### src/rtl/mem_port_arbiter_pkg.sv
// Shared types and constants for the unified-memory port arbiter.
package mem_port_arbiter_pkg;

    typedef enum logic [1:0] {
        ST_IDLE   = 2'd0,
        ST_ACCESS = 2'd1,
        ST_DONE   = 2'd2
    } arb_state_t;

    localparam int PORT_C  = 0;
    localparam int PORT_D  = 1;
    localparam int LAT_MAX = 4;
    localparam int CNT_W   = $clog2(LAT_MAX);

endpackage

### src/rtl/mem_arb_rr_pick.sv
// Two-way round-robin pick: one-hot winner from the requests and the last-granted port.
module mem_arb_rr_pick
    import mem_port_arbiter_pkg::*;
(
    input  logic [1:0] req,
    input  logic       last_d,
    output logic [1:0] win
);

    always_comb begin
        win = 2'b00;
        case (req)
            2'b01:   win = 2'b01;
            2'b10:   win = 2'b10;
            // On a tie the port that was not served last goes first.
            2'b11:   win = last_d ? 2'b01 : 2'b10;
            default: win = 2'b00;
        endcase
    end

endmodule

### src/rtl/mem_port_arbiter.sv
// Arbitrates the single-port memory between core (C) and loader (D), round-robin on ties.
// Latency: request seen in IDLE at cycle N -> ready at N+LAT+1; one access per LAT+2 cycles.
// Backpressure: requesters hold req/we/adr/wd until their one-cycle ready pulse.
module mem_port_arbiter
    import mem_port_arbiter_pkg::*;
#(
    parameter int AW  = 32,
    parameter int DW  = 32,
    parameter int LAT = 1
) (
    input  logic          clk,
    input  logic          reset,
    input  logic          c_req,
    input  logic          c_we,
    input  logic [AW-1:0] c_adr,
    input  logic [DW-1:0] c_wd,
    output logic [DW-1:0] c_rd,
    output logic          c_ready,
    input  logic          d_req,
    input  logic          d_we,
    input  logic [AW-1:0] d_adr,
    input  logic [DW-1:0] d_wd,
    output logic [DW-1:0] d_rd,
    output logic          d_ready,
    output logic          m_en,
    output logic          m_we,
    output logic [AW-1:0] m_adr,
    output logic [DW-1:0] m_wd,
    input  logic [DW-1:0] m_rd,
    output logic [1:0]    gnt
);

    localparam logic [CNT_W-1:0] CNT_LOAD = CNT_W'(LAT - 1);

    arb_state_t       state, state_nxt;
    logic [CNT_W-1:0] cnt;
    logic             last_d;
    logic             lat_we;
    logic [AW-1:0]    lat_adr;
    logic [DW-1:0]    lat_wd;
    logic [1:0]       win;

    mem_arb_rr_pick u_pick (
        .req    ({d_req, c_req}),
        .last_d (last_d),
        .win    (win)
    );

    always_ff @(posedge clk or negedge reset) begin
        if (!reset) state <= ST_IDLE;
        else        state <= state_nxt;
    end

    always_comb begin
        state_nxt = state;
        case (state)
            ST_IDLE:   if (|win) state_nxt = ST_ACCESS;
            ST_ACCESS: if (cnt == '0) state_nxt = ST_DONE;
            ST_DONE:   state_nxt = ST_IDLE;
            default:   state_nxt = ST_IDLE;
        endcase
    end

    always_ff @(posedge clk or negedge reset) begin
        if (!reset) begin
            gnt     <= 2'b00;
            cnt     <= '0;
            last_d  <= 1'b1;
            lat_we  <= 1'b0;
            lat_adr <= '0;
            lat_wd  <= '0;
            c_rd    <= '0;
            d_rd    <= '0;
        end else begin
            case (state)
                ST_IDLE: begin
                    if (|win) begin
                        gnt     <= win;
                        cnt     <= CNT_LOAD;
                        lat_we  <= win[PORT_D] ? d_we  : c_we;
                        lat_adr <= win[PORT_D] ? d_adr : c_adr;
                        lat_wd  <= win[PORT_D] ? d_wd  : c_wd;
                    end
                end
                ST_ACCESS: begin
                    if (cnt != '0) begin
                        cnt <= cnt - CNT_W'(1);
                    end else if (!lat_we) begin
                        if (gnt[PORT_D]) d_rd <= m_rd;
                        else             c_rd <= m_rd;
                    end
                end
                ST_DONE: begin
                    gnt    <= 2'b00;
                    last_d <= gnt[PORT_D];
                end
                default: ;
            endcase
        end
    end

    // Write strobe only on the first access cycle so a multi-cycle memory sees one write.
    assign m_en    = (state == ST_ACCESS);
    assign m_we    = m_en && lat_we && (cnt == CNT_LOAD);
    assign m_adr   = lat_adr;
    assign m_wd    = lat_wd;
    assign c_ready = (state == ST_DONE) && gnt[PORT_C];
    assign d_ready = (state == ST_DONE) && gnt[PORT_D];

endmodule

### config.mk
export PLATFORM = sky130hd
export DESIGN_NAME = mem_port_arbiter
export DESIGN_NICKNAME = d
export VERILOG_FILES = /design/src/rtl/mem_port_arbiter_pkg.sv /design/src/rtl/mem_arb_rr_pick.sv /design/src/rtl/mem_port_arbiter.sv
export SDC_FILE = /design/constraint.sdc
export NUM_CORES = 1
export LEC_CHECK = 0
export ABC_CLOCK_PERIOD_IN_PS = 1500
export CORE_AREA = 2 2 133 135
export DETAILED_ROUTE_END_ITERATION = 10
export DIE_AREA = 0 0 135 137
export PLACE_DENSITY = 0.76
export SYNTH_ARGS = -nofsm -noshare
export SYNTH_HDL_FRONTEND = slang
export SYNTH_SLANG_ARGS = --single-unit
export TNS_END_PERCENT = 10
### constraint.sdc
create_clock -name clk -period 1.5 [get_ports clk]
set_input_delay 0.15 -clock clk [delete_from_list [all_inputs] [get_ports clk]]
set_output_delay 0.15 -clock clk [all_outputs]
set_load 0.05 [all_outputs]
==> flow_summary.toml <==
[layout]
syn_to_final_growth_pct = 71.3
layout_common_cells = "164 x clkdlybuf4s50_1, 152 x buf_4, 133 x dfrtp_1, 66 x nand2_1, 46 x a2bb2oi_1"
antenna_cells = 0
final_nets = 961
final_layout_size_suffix_gt1_share_pct = 37.7
final_area_um2 = 10500
final_common_cell = "clkdlybuf4s50_1"

[sta]
fin_crit_sh_pct = 110
holdWs_ns = 0.233
fin_crit_ns = 1.66
rsz0062_at_grt = "true"
tightest_slew_ns = 0.486
slew_violations = 0
slew_headroom_pct = 66.8
setup_ws_ns = -0.157
setup_viol = 109
setup_tns_ns = -6.32
hold_viol_final = 0
skew_ns = 0.00830
fmax_mhz = 603

[route]
drt_pass1_iterations = 4
vias_per_cell = 5.37
postRouteAntennaNets = 0
drcViolationCount = 0
num_vias = 5539
drt-wirelength-per-cell_um = 21.4
first_iter_violations = 284
routed_wirelength_um = 22100

[global_routing]
grt-ovfl-total = 0
grt_use_total_pct = 22.6
grt_pass1_wl_um = 31700
first_global_vias = 5697
antenna_found_initial = 0
grt_start_max_net_pins = 44

[placed_design]
place_congestion = 0.812
placement.io_buffers = 299
placed_area_um2 = 9290
pre_cts_slack_ns = -0.352
dp_hpwl_um = 14100

[clock_network]
cts_inserted_buffers = 17
cts.sinks = 136
root_buffer = "clkbuf_16"
worstSkewPairLatency_ns = 0.42
cts.htree.levels = 4
clk_pin_slew_ns = 0.06
cts_tree = "built"
cts_buffer_depth = 2

[power_and_ir_drop]
finalPower_uw = 28300
p_per_area_nw_per_um2 = 2680
ir_drop_mv = 1.69
total_leakage_power_uw = 0.00449

[critical_path]
critPathLaunchType = "flop"
crit_type = "reg -> reg"
worst-path-max-fanout = 37
crit_required_ns = 1.78
r2r_slack_ns = -0.16
crit_arrival_ns = 1.93
critPathCaptureType = "flop"

[synth]
synth_edf_count = 0
synth_top_area_share_pct = 54.9
syn_nets = 641
ys_ff_latch = 136
yosysSeqAreaShare_pct = 55.3
synthFlopType = "dfrtp_1"
syn_avg_cell_area_um2 = 13.0
syn_area_um2 = 6160
synth-async-reset-ratio_pct = 100
ys_warn_count = 0
ys_types = 31
synth_cells = 474
synthTopCellsByArea = "dfrtp_1 55%, a2111oi_0 9.2%, a2bb2oi_1 9.2%, mux2_4 7.3%, mux2_1 6.4%"
synth_area_leader_cell = "dfrtp_1"

[die]
die_area_um2 = 18500
row_count = 48
fp.dieH_um = 137
start_util_pct = 36.1
core_um2 = 17100
die_w_um = 135
ios = 300

[outcome]
violations = "negative setup slack"
status = "finished with violations"

[worst_hold_path]
hold_path_class = "in -> async"

[flow_run]
cap_violations = 0
[where the power goes]
| part | internal, uW | switching (uW) |
|---|---|---|
| registers | 5550 | 1280 |
| clock network | 2490 | 1730 |
| logic | 6820 | 10400 |
| total | 14900 | 13400 |
[through the flow]
stage | utilization [%] | instances
2_1_floorplan | - | 474
3_3_place_gp | 54.5 | 979
3_5_place_dp | 54.5 | 979
4_1_cts | 59.7 | 1025
5_1_grt | 61.8 | 1032
6_report | 61.8 | 1032
[sequential cells by signal, summed over array words and instances, names as in the netlist]
signal  count
m_adr      32
c_rd       32
m_wd       32
d_rd       32
state       2
cnt         2
gnt         2
last_d      1
lat_we      1
[routing by layer]
layer	wire length (um)	vias to the layer above	part of all wire [%]	GRT usage (%)
met2	11000	264	50	37.6
met4	422	0	1.9	8.10
met1	9110	2775	41	28.6
li1	-	2470	-	-
met5	0	-	0	0
met3	1640	30	7.4	5.70
[Yosys cell counts, types with 2 or more instances]
master / number
buf_2: 14
mux2_1: 35
inv_1: 4
a2bb2oi_1: 65
and2_1: 3
buf_12: 3
mux2i_1: 2
nand2b_1: 2
clkbuf_1: 26
nand2_1: 66
a2111oi_0: 65
mux2_4: 30
buf_6: 7
dfrtp_1: 135
[logic make-up after synthesis]
| kind of cell | share of synthesized area, % |
|---|---|
| multiplexers | 14.0 |
| adder cells (fa/ha/maj) | 0.203 |
| AND/OR/NAND/NOR | 5.91 |
| AO/OA/AOI/OAI | 19.2 |
| flip-flops | 55.3 |
| buffers and inverters | 5.34 |
[timing repair]
| action | 4_1_cts | 5_1_grt |
|---|---|---|
| setup buffers | 8 | 2 |
| gates cloned | 5 | 5 |
| endpoints found under the setup margin | 114 | 137 |
| hold endpoints to repair | 37 | 0 |
| pin swaps | 3 | 4 |
| hold buffers | 1 | 0 |
| gates resized for setup | 33 | 70 |
[worst paths after layout]
path,from,to,depth (start not counted)
worst max-delay path,last_d$_DFFE_PN1P_,m_adr[3]$_DFFE_PN0P_,4
worst min-delay path,reset,d_rd[26]$_DFFE_PN0P_,2
worst max register to register,last_d$_DFFE_PN1P_,m_adr[3]$_DFFE_PN0P_,4
worst min register to register,c_rd[30]$_DFFE_PN0P_,c_rd[30]$_DFFE_PN0P_,1
max in group asynchronous,reset,last_d$_DFFE_PN1P_,3
min in group clk,c_adr[31],m_adr[31]$_DFFE_PN0P_,3
[critical path, cell delays in order (launching register included)]
cell and delay, ns:
dfstp_2 0.56, a21boi_4 0.09, buf_12 0.19, a2111oi_0 0.53
a2bb2oi_1 0.12
[final cells by class]
| type | instances | area [um2] |
|---|---|---|
| fillers | 1308 | 6510 |
| repair buffers | 352 | 3490 |
| flip-flops and latches | 136 | 3410 |
| multi-input cells | 283 | 2760 |
| clock buffers | 18 | 429 |
| well taps | 225 | 282 |
| clock inverters | 14 | 163 |
| inverters | 4 | 15.0 |
Note: power is estimated with default switching activity, not from simulation.
